===== src/rtl/alu_pkg.sv =====
`default_nettype none
// ============================================================================
// Module   : alu_pkg
// Purpose  : Shared definitions for the ALU issue controller: ALU op codes
//            and the controller state type.
// Ports    : none (package)
// Config   : ALU_ISSUE_FLAGS_EN is consumed by the interface and top module.
// Revision : 1.0 - initial release
// ============================================================================
package alu_pkg;

   localparam logic [1:0] ALU_ADD = 2'b00;
   localparam logic [1:0] ALU_SUB = 2'b01;
   localparam logic [1:0] ALU_AND = 2'b10;
   localparam logic [1:0] ALU_OR  = 2'b11;

   typedef enum logic [0:0] {
      IDLE = 1'b0,
      EXEC = 1'b1
   } state_t;

endpackage
`default_nettype wire


===== src/rtl/alu_issue_ctrl_if.sv =====
`default_nettype none
// ============================================================================
// Module   : alu_issue_ctrl_if
// Purpose  : Bundles the load channel, command channel, ALU drive/return
//            signals and result outputs of the ALU issue controller.
// Modports : slave  - the controller (alu_issue_ctrl)
//            master - the environment (command source + ALU)
// Config   : ALU_ISSUE_FLAGS_EN adds res_zero / res_neg.
// Revision : 1.0 - initial release
// ============================================================================
interface alu_issue_ctrl_if #(
   parameter int DATA_W = 16,
   parameter int NREGS  = 8
);
   localparam int ADDR_W = $clog2(NREGS);

   // register load channel
   logic              ld_valid;
   logic              ld_ready;
   logic [ADDR_W-1:0] ld_addr;
   logic [DATA_W-1:0] ld_data;
   // ALU command channel
   logic              cmd_valid;
   logic              cmd_ready;
   logic [1:0]        cmd_op;
   logic [ADDR_W-1:0] cmd_rd;
   logic [ADDR_W-1:0] cmd_rs1;
   logic [ADDR_W-1:0] cmd_rs2;
   // ALU drive and return
   logic [1:0]        alu_op;
   logic [DATA_W-1:0] alu_i0;
   logic [DATA_W-1:0] alu_i1;
   logic [DATA_W-1:0] alu_o;
   logic              alu_cout;
   // result
   logic              res_valid;
   logic [DATA_W-1:0] res_data;
   logic              res_cout;
`ifdef ALU_ISSUE_FLAGS_EN
   logic              res_zero;
   logic              res_neg;
`endif

   modport slave (
`ifdef ALU_ISSUE_FLAGS_EN
      output res_zero, res_neg,
`endif
      input  ld_valid, ld_addr, ld_data,
      input  cmd_valid, cmd_op, cmd_rd, cmd_rs1, cmd_rs2,
      input  alu_o, alu_cout,
      output ld_ready, cmd_ready,
      output alu_op, alu_i0, alu_i1,
      output res_valid, res_data, res_cout
   );

   modport master (
`ifdef ALU_ISSUE_FLAGS_EN
      input  res_zero, res_neg,
`endif
      output ld_valid, ld_addr, ld_data,
      output cmd_valid, cmd_op, cmd_rd, cmd_rs1, cmd_rs2,
      output alu_o, alu_cout,
      input  ld_ready, cmd_ready,
      input  alu_op, alu_i0, alu_i1,
      input  res_valid, res_data, res_cout
   );

endinterface
`default_nettype wire


===== src/rtl/alu_regfile.sv =====
`default_nettype none
// ============================================================================
// Module   : alu_regfile
// Purpose  : NREGS x DATA_W operand register file, two asynchronous read
//            ports and one synchronous write port, synchronous reset to 0.
// Ports    : clk, reset            - clock / sync active-high reset
//            i_we, i_waddr, i_wdata - write port
//            i_raddr0 -> o_rdata0   - read port 0
//            i_raddr1 -> o_rdata1   - read port 1
// Revision : 1.0 - initial release
// ============================================================================
module alu_regfile #(
   parameter int DATA_W = 16,
   parameter int NREGS  = 8,
   parameter int ADDR_W = $clog2(NREGS)
) (
   input  wire logic              clk,
   input  wire logic              reset,
   input  wire logic              i_we,
   input  wire logic [ADDR_W-1:0] i_waddr,
   input  wire logic [DATA_W-1:0] i_wdata,
   input  wire logic [ADDR_W-1:0] i_raddr0,
   output logic      [DATA_W-1:0] o_rdata0,
   input  wire logic [ADDR_W-1:0] i_raddr1,
   output logic      [DATA_W-1:0] o_rdata1
);

   logic [DATA_W-1:0] r_mem [NREGS];

   always_ff @(posedge clk) begin
      if (reset) begin
         for (int i = 0; i < NREGS; i++) begin
            r_mem[i] <= '0;
         end
      end else if (i_we) begin
         r_mem[i_waddr] <= i_wdata;
      end
   end

   // Reads are combinational, so a read in the cycle after a write already
   // returns the written value without any bypass path.
   assign o_rdata0 = r_mem[i_raddr0];
   assign o_rdata1 = r_mem[i_raddr1];

endmodule
`default_nettype wire


===== src/rtl/alu_issue_ctrl.sv =====
`default_nettype none
// ============================================================================
// Module   : alu_issue_ctrl
// Purpose  : Upstream feeder for a 16-bit two-operand ALU. Holds an operand
//            register file, accepts register loads and register-addressed
//            ALU commands, drives registered op/i0/i1 to the ALU and writes
//            the ALU result back one cycle later.
// Ports    : clk   - clock, all state updates on posedge
//            reset - synchronous, active-high
//            bus   - alu_issue_ctrl_if.slave (load, command, ALU, result)
// Config   : ALU_ISSUE_FLAGS_EN adds registered res_zero / res_neg outputs.
// Revision : 1.0 - initial release
// ============================================================================
module alu_issue_ctrl
   import alu_pkg::*;
#(
   parameter int DATA_W = 16,
   parameter int NREGS  = 8
) (
   input  wire logic       clk,
   input  wire logic       reset,
   alu_issue_ctrl_if.slave bus
);

   localparam int ADDR_W = $clog2(NREGS);

   state_t            r_state;
   state_t            w_state_next;

   logic              w_ld_ready;
   logic              w_cmd_ready;
   logic              w_ld_fire;
   logic              w_cmd_fire;
   logic              w_wb;

   logic              w_rf_we;
   logic [ADDR_W-1:0] w_rf_waddr;
   logic [DATA_W-1:0] w_rf_wdata;
   logic [DATA_W-1:0] w_rs1_data;
   logic [DATA_W-1:0] w_rs2_data;

   logic [1:0]        r_alu_op;
   logic [DATA_W-1:0] r_alu_i0;
   logic [DATA_W-1:0] r_alu_i1;
   logic [ADDR_W-1:0] r_rd;
   logic              r_res_valid;
   logic [DATA_W-1:0] r_res_data;
   logic              r_res_cout;
`ifdef ALU_ISSUE_FLAGS_EN
   logic              r_res_zero;
   logic              r_res_neg;
`endif

   // ---------------------------------------------------------------- FSM
   always_ff @(posedge clk) begin
      if (reset) begin
         r_state <= IDLE;
      end else begin
         r_state <= w_state_next;
      end
   end

   always_comb begin
      w_state_next = r_state;
      w_ld_ready   = 1'b0;
      w_cmd_ready  = 1'b0;
      w_ld_fire    = 1'b0;
      w_cmd_fire   = 1'b0;
      w_wb         = 1'b0;
      case (r_state)
         IDLE: begin
            w_ld_ready  = 1'b1;
            // A pending load always takes the cycle; the command waits.
            w_cmd_ready = ~bus.ld_valid;
            w_ld_fire   = bus.ld_valid;
            w_cmd_fire  = bus.cmd_valid & ~bus.ld_valid;
            if (w_cmd_fire) begin
               w_state_next = EXEC;
            end
         end
         EXEC: begin
            w_wb         = 1'b1;
            w_state_next = IDLE;
         end
         default: begin
            w_state_next = IDLE;
         end
      endcase
   end

   assign bus.ld_ready  = w_ld_ready;
   assign bus.cmd_ready = w_cmd_ready;

   // ---------------------------------------------------------- reg file
   // Loads only happen in IDLE and writeback only in EXEC, so the single
   // write port is never contended.
   assign w_rf_we    = w_ld_fire | w_wb;
   assign w_rf_waddr = w_wb ? r_rd      : bus.ld_addr;
   assign w_rf_wdata = w_wb ? bus.alu_o : bus.ld_data;

   alu_regfile #(
      .DATA_W (DATA_W),
      .NREGS  (NREGS),
      .ADDR_W (ADDR_W)
   ) u_rf (
      .clk      (clk),
      .reset    (reset),
      .i_we     (w_rf_we),
      .i_waddr  (w_rf_waddr),
      .i_wdata  (w_rf_wdata),
      .i_raddr0 (bus.cmd_rs1),
      .o_rdata0 (w_rs1_data),
      .i_raddr1 (bus.cmd_rs2),
      .o_rdata1 (w_rs2_data)
   );

   // ----------------------------------------------- operand/result regs
   always_ff @(posedge clk) begin
      if (reset) begin
         r_alu_op    <= '0;
         r_alu_i0    <= '0;
         r_alu_i1    <= '0;
         r_rd        <= '0;
         r_res_valid <= 1'b0;
         r_res_data  <= '0;
         r_res_cout  <= 1'b0;
`ifdef ALU_ISSUE_FLAGS_EN
         r_res_zero  <= 1'b0;
         r_res_neg   <= 1'b0;
`endif
      end else begin
         // Operands are captured at accept so the ALU sees pre-op values
         // even when rd aliases a source.
         if (w_cmd_fire) begin
            r_alu_op <= bus.cmd_op;
            r_alu_i0 <= w_rs1_data;
            r_alu_i1 <= w_rs2_data;
            r_rd     <= bus.cmd_rd;
         end
         r_res_valid <= w_wb;
         if (w_wb) begin
            r_res_data <= bus.alu_o;
            r_res_cout <= bus.alu_cout;
`ifdef ALU_ISSUE_FLAGS_EN
            r_res_zero <= (bus.alu_o == '0);
            r_res_neg  <= bus.alu_o[DATA_W-1];
`endif
         end
      end
   end

   assign bus.alu_op    = r_alu_op;
   assign bus.alu_i0    = r_alu_i0;
   assign bus.alu_i1    = r_alu_i1;
   assign bus.res_valid = r_res_valid;
   assign bus.res_data  = r_res_data;
   assign bus.res_cout  = r_res_cout;
`ifdef ALU_ISSUE_FLAGS_EN
   assign bus.res_zero  = r_res_zero;
   assign bus.res_neg   = r_res_neg;
`endif

endmodule
`default_nettype wire

===== src/flat_wrapper.sv =====
// flat-port wrapper written by rule: the top's interface ports become plain ports
module alu_issue_ctrl_flat import alu_pkg::*;
#(
   parameter int DATA_W = 16,
   parameter int NREGS  = 8
)
  (clk, reset, bus_ld_valid, bus_ld_addr, bus_ld_data, bus_cmd_valid, bus_cmd_op, bus_cmd_rd, bus_cmd_rs1, bus_cmd_rs2, bus_alu_o, bus_alu_cout, bus_ld_ready, bus_cmd_ready, bus_alu_op, bus_alu_i0, bus_alu_i1, bus_res_valid, bus_res_data, bus_res_cout);
  alu_issue_ctrl_if #(.DATA_W(DATA_W), .NREGS(NREGS)) bus_i ();
  input  wire logic clk;
  input  wire logic reset;
  input wire logic [$bits(bus_i.ld_valid)-1:0] bus_ld_valid;
  input wire logic [$bits(bus_i.ld_addr)-1:0] bus_ld_addr;
  input wire logic [$bits(bus_i.ld_data)-1:0] bus_ld_data;
  input wire logic [$bits(bus_i.cmd_valid)-1:0] bus_cmd_valid;
  input wire logic [$bits(bus_i.cmd_op)-1:0] bus_cmd_op;
  input wire logic [$bits(bus_i.cmd_rd)-1:0] bus_cmd_rd;
  input wire logic [$bits(bus_i.cmd_rs1)-1:0] bus_cmd_rs1;
  input wire logic [$bits(bus_i.cmd_rs2)-1:0] bus_cmd_rs2;
  input wire logic [$bits(bus_i.alu_o)-1:0] bus_alu_o;
  input wire logic [$bits(bus_i.alu_cout)-1:0] bus_alu_cout;
  output wire logic [$bits(bus_i.ld_ready)-1:0] bus_ld_ready;
  output wire logic [$bits(bus_i.cmd_ready)-1:0] bus_cmd_ready;
  output wire logic [$bits(bus_i.alu_op)-1:0] bus_alu_op;
  output wire logic [$bits(bus_i.alu_i0)-1:0] bus_alu_i0;
  output wire logic [$bits(bus_i.alu_i1)-1:0] bus_alu_i1;
  output wire logic [$bits(bus_i.res_valid)-1:0] bus_res_valid;
  output wire logic [$bits(bus_i.res_data)-1:0] bus_res_data;
  output wire logic [$bits(bus_i.res_cout)-1:0] bus_res_cout;
  assign bus_i.ld_valid = bus_ld_valid;
  assign bus_i.ld_addr = bus_ld_addr;
  assign bus_i.ld_data = bus_ld_data;
  assign bus_i.cmd_valid = bus_cmd_valid;
  assign bus_i.cmd_op = bus_cmd_op;
  assign bus_i.cmd_rd = bus_cmd_rd;
  assign bus_i.cmd_rs1 = bus_cmd_rs1;
  assign bus_i.cmd_rs2 = bus_cmd_rs2;
  assign bus_i.alu_o = bus_alu_o;
  assign bus_i.alu_cout = bus_alu_cout;
  assign bus_ld_ready = bus_i.ld_ready;
  assign bus_cmd_ready = bus_i.cmd_ready;
  assign bus_alu_op = bus_i.alu_op;
  assign bus_alu_i0 = bus_i.alu_i0;
  assign bus_alu_i1 = bus_i.alu_i1;
  assign bus_res_valid = bus_i.res_valid;
  assign bus_res_data = bus_i.res_data;
  assign bus_res_cout = bus_i.res_cout;
  alu_issue_ctrl #(.DATA_W(DATA_W), .NREGS(NREGS)) u_core (.clk(clk), .reset(reset), .bus(bus_i));
endmodule

===== config.mk =====
export PLATFORM = sky130hd
export DESIGN_NAME = alu_issue_ctrl_flat
export DESIGN_NICKNAME = d
export VERILOG_FILES = /design/src/rtl/alu_pkg.sv /design/src/rtl/alu_issue_ctrl_if.sv /design/src/rtl/alu_regfile.sv /design/src/rtl/alu_issue_ctrl.sv /design/src/flat_wrapper.sv
export SDC_FILE = /design/constraint.sdc
export NUM_CORES = 1
export LEC_CHECK = 0
export CORE_ASPECT_RATIO = 0.5
export CORE_MARGIN = 2
export CORE_UTILIZATION = 45
export CTS_CLUSTER_SIZE = 20
export DETAILED_ROUTE_END_ITERATION = 7
export PLACE_DENSITY = 0.68
export SLEW_MARGIN = 20
export SYNTH_ARGS = -nofsm -noshare
export SYNTH_HDL_FRONTEND = slang
export SYNTH_HIERARCHICAL = 1
export SYNTH_SLANG_ARGS = --single-unit

===== constraint.sdc =====
create_clock -name clk -period 3.75 [get_ports clk]
set_clock_uncertainty 0.1 [all_clocks]
set_input_delay 0.5625 -clock clk [delete_from_list [all_inputs] [get_ports clk]]
set_output_delay 0.5625 -clock clk [all_outputs]
set_load 0.05 [all_outputs]

### Word-level counts from Yosys, hierarchy flattened

Memories as Yosys holds them, arrays and structs flattened. A register that Yosys moved wholly into a read port is not among the register bits.
Index checks and enable logic that the tools add are counted.

| word-level totals | value |
|---|---|
| bits in registers | 24 |
| bits in writable memories | 128 |
| input bits | 51 |
| output and inout port bits | 54 |
| word-level logic and storage cells | 29 |
| memories kept | 1 |

Memory list:

| name | depth | bits a word | rd ports | clocked after Yosys merged registers in | write ports | line | source |
|---|---|---|---|---|---|---|---|
| u_core.u_rf.r_mem | 8 | 16 | 2 | 2 | 8 | alu_regfile.sv:28 | `logic [DATA_W-1:0] r_mem [NREGS];` |

| operators by class | value |
|---|---|
| muxes and demuxes | 17 |
| bitwise operators | 4 |
| reductions and logical operators | 1 |

Operators by type and width:

| operator | number |
|---|---|
| $mux 16 | 2 |
| $reduce_or 16->1 | 1 |
| $mux 1 | 12 |
| $mux 3 | 2 |
| $not 1->1 | 2 |
| $pmux 1 s2 | 1 |
| $and 1x1->1 | 1 |
| $or 1x1->1 | 1 |

### Depth between registers and ports, before layout

| depth | value |
|---|---|
| depth after elaboration | 7 |
| gate-level depth with buffers | 9 |
| depth with buffers taken out | 4 |

### Modules after synthesis

The synthesis kept the hierarchy.

Modules (own cells, without submodules):

| module | times used | cells an instance | area each (µm²) | sequential area each (µm²) |
|---|---|---|---|---|
| alu_regfile | 1 | 430 | 7,000.5 | 3,843.7 |
| alu_issue_ctrl | 1 | 278 | 2,543.7 | 1,121.1 |

### Worst setup path before layout

OpenSTA, ideal clock, no wires.

| timing path | value |
|---|---|
| path kind | reg2reg |
| from | register u_core.r_state |
| to | memory u_core.u_rf.r_mem[4][0], enable pin |
| library setup time | 392 ps |
| arrival | 2,652 ps |
| required time | 3,258 ps |
| setup slack | 606 ps |
| stages on the path, launching flop included | 10 |
| buffers on the path | 5 |
| clock period less this slack | 3,144 ps |
| path through | dfxtp_1 buf_6 clkbuf_1 nor2_1 inv_1 or3b_1 clkbuf_1 buf_6 buf_4 o21bai_1 |

RTL lines:

| item | line | source |
|---|---|---|
| start: declaration | alu_issue_ctrl.sv:27 | `state_t r_state;` |
| start signal: assignment | alu_issue_ctrl.sv:59 | `r_state <= w_state_next;` |
| end: declaration | alu_regfile.sv:28 |  |

### Worst setup path in the final report

| timing path | value |
|---|---|
| from | register u_core.r_state |
| to | output port bus_ld_ready |

| between the ends | value |
|---|---|
| longest elaborated chain between the ends | 1 |

RTL lines:

| item | line | source |
|---|---|---|
| $mux 1 | alu_issue_ctrl.sv:70 | `case (r_state)` |
| end: declaration | flat_wrapper.sv:21 | `output wire logic [$bits(bus_i.ld_ready)-1:0] bus_ld_ready;` |

No other way between the ends.

==> flow_summary.yaml <==
run_status:
  outcome: "complete, no violations"
die:
  coreArea_um2: 20700
  fp.dieArea_um2: 22500
  rows: 37
  num_io_pins: 105
  die_width_um: 210
  dieHeight_um: 107
  start_util_pct: 46.1
yosys:
  synth_cell_types: 30
  synthAdderAreaFrac_pct: 0
  ys_top_cells_by_count: "128 x edfxtp_1, 122 x nor3_1, 92 x nand2b_1"
  synth_xor_area_share_pct: 0
  ys_ff_latch: 184
  synthFlopType: "edfxtp_1"
  synth_top_family_by_area: "multiplexers"
  synth_most_common_cell: "edfxtp_1"
  yosysSeqAreaShare_pct: 52.0
  synth_top_cell_area_share_pct: 40.3
  ys_warn_count: 6
  synthArstFlopShare_pct: 0
  syn_avg_cell_area_um2: 13.5
  syn_nets: 759
  muxShareOfSynthArea_pct: 25.4
  synth.area.top_cells: "edfxtp_1 40%, mux4_1 15%, dfxtp_1 12%, nor3_1 6.4%, nand2b_1 6.0%"
  yosys.area.top_type: "edfxtp_1"
  syn-cell-area_um2: 9540
  synth-edff-count: 128
  synthSimpleGateAreaFrac_pct: 14.3
  synth_compound_area_share_pct: 2.31
  synth_cells: 708
final_layout:
  syn2layout_area_growth_pct: 17.7
  fin_cells: 1074
  diodes: 0
  drive_gt1_share_pct: 13.7
  fin_nets: 839
  stdcell_area_um2: 11200
placed_design:
  hpwl_mm: 15.8
  io_buffer_count: 104
  placed_cell_area_um2: 10700
  place_congestion: 0.786
  dp.cells: 1042
  post-place-ws_ns: 0.648
sta:
  hold_violations: 0
  finalSetupTns_ns: 0
  setup_viol: 0
  final.period_utilization_pct: 76.3
  timing.final.ws_setup_ns: 0.888
  finalMaxSlewViolations: 0
  fin_crit_ns: 2.86
  worstMarginPinSlew_ns: 0.969
  max_freq_ghz: 0.349
  relSlewSlack_pct: 35.2
  rsz0062_at_grt: "no"
global_route:
  track_usage_pct: 22.2
  overflow: 0
  met3_usage_pct: 8.47
  grt_antenna_before_repair: 0
  grt_max_degree: 82
  grt_busiest_layer: "met1"
  grtUsageMet1_pct: 31.8
  grt_use_met2_pct: 31.3
  grt_pass1_vias: 6024
  grt_pass1_wl_mm: 36.2
clock_network:
  cts_resized: 0
  cts_made_buffers: 17
  path_clk_slew_ns: 0.07
  clock_sinks: 184
  cts_tree: "done"
  clock_latency_ns: 0.45
  htree_levels: 4
  root_buffer: "clkbuf_16"
  cts.path.max_buffers: 2
  cts_setup_buffers: 0
  hold_buffers: 0
min_path:
  hp-class: "reg2reg"
  holdPathStages: 2
setup_path:
  crit_path_top_delay_cell: "clkdlybuf4s50_1"
  critPathArrivalTime_ns: 2.20
  critical_path_peak_fanout: 49
  cp.depth: 3
  rr_worst_depth: 4
  crit_path_end_kind: "output port"
  path_delay_family: "buffers and inverters"
  worstPathCellList: "buf_4, inv_1, clkdlybuf4s50_1"
  startpoint_type: "flip-flop"
  slowest_delay_ns: 0.72
  crit_buf_inv: 3
  crit_required_ns: 3.09
  timing_worst_setup_path_type: "reg2out"
route:
  ant_nets: 0
  detail_route.vias_per_cell: 5.74
  drt_iter0_markers: 503
  vias: 6169
  firstDrtPassIters: 5
  drcViolationCount: 0
  wl_per_cell_um: 22.0
  finalWirelength_mm: 23.7
pwr:
  vdd_drop_max_uv: 313
  p_leak_nw: 3.94
  power_w: 0.00479
  power.density_nw_per_um2: 426
job:
  drv_cap: 0
-- state kept, by name, summed over array words and instances, names as in the netlist --
| name | flops |
|---|---|
| u_core/u_rf/r_mem | 128 |
| u_core/bus.res_valid | 1 |
| u_core/r_state | 1 |
| u_core/bus.res_data | 16 |
| u_core/bus.res_cout | 1 |
| u_core/r_rd | 3 |
| u_core/bus.alu_op | 2 |
| u_core/bus.alu_i0 | 16 |
| u_core/bus.alu_i1 | 16 |
-- area by class of cell --
type	count	area, um2
multi-input combinational	422	4020
inverter	34	128
sequential	184	4970
fill	1723	9460
clock buffer	18	429
clock inverter	14	129
timing repair buffer	129	1220
tap	273	342
-- worst register-to-register path, cell delays in order (launching register included) --
cell      delay, ns
dfxtp_2        0.50
mux2_2         0.45
or3b_2         0.73
o21bai_1       0.36
buf_4          0.30
-- metrics by stage --
stage / hold WS (ns) / util (%)
floorplan: 0.345 / -
global placement: 0.357 / 51.6
CTS: 0.373 / 54.3
detailed placement: 0.361 / 51.6
finish: 0.370 / 54.3
global route: 0.392 / 54.3
-- path summary, 6_finish.rpt --
path	from	endpoint	slack, ns
max	u_core/r_state	bus_ld_ready	0.89
min	u_core/bus.res_data[4]	u_core/bus.res_data[4]	0.37
max reg2reg	u_core/r_state	u_core/u_rf/r_mem[4][12]	1.01
min reg2reg	u_core/bus.res_data[4]	u_core/bus.res_data[4]	0.37
-- logic make-up after synthesis --
logic type | after synthesis
AOI/OAI and AO/OA | 40
buffers and inverters | 102
DFF | 184
muxes | 137
and+or+nand+nor | 245
-- report_power, final --
part / internal (W) / switching [W]
sequential: 0.00227 / 0.0000543
combinational: 0.000306 / 0.000424
clock: 0.000876 / 0.000852
total: 0.00346 / 0.00133
-- placed cells by master, fill, tap and decap left out --
cell type | netlist | routed
edfxtp_1 | 128 | 128
nor3_1 | 122 | 122
clkdlybuf4s50_1 | 0 | 103
nand2b_1 | 92 | 92
mux4_1 | 56 | 56
dfxtp_1 | 56 | 55
mux2i_1 | 38 | 38
mux2_2 | 35 | 35
buf_4 | 2 | 25
inv_1 | 18 | 18
clkbuf_16 | 0 | 17
nand2_1 | 17 | 17
o21ai_0 | 16 | 16
a21oi_1 | 16 | 16
clkinv_1 | 16 | 16
o21bai_1 | 8 | 8
mux4_2 | 7 | 7
nor3_2 | 6 | 6
inv_6 | 0 | 5
inv_8 | 0 | 3
nor2_1 | 3 | 3
clkinv_2 | 0 | 2
clkinv_4 | 0 | 2
clkinvlp_4 | 0 | 1
clkbuf_1 | 36 | 1
clkinv_8 | 0 | 1
buf_2 | 6 | 1
nor3b_4 | 1 | 1
nor2b_1 | 1 | 1
dfxtp_2 | 0 | 1
or3b_2 | 0 | 1
nand3b_1 | 1 | 1
or2_2 | 1 | 1
mux4_4 | 1 | 1
-- layer usage --
metal / share of wire (%) / wire [um]
met3: 11 / 2630
met1: 47 / 11100
met4: 1.3 / 308
met2: 41 / 9640
met5: 0 / 0
(Power assumes the default switching activity.)
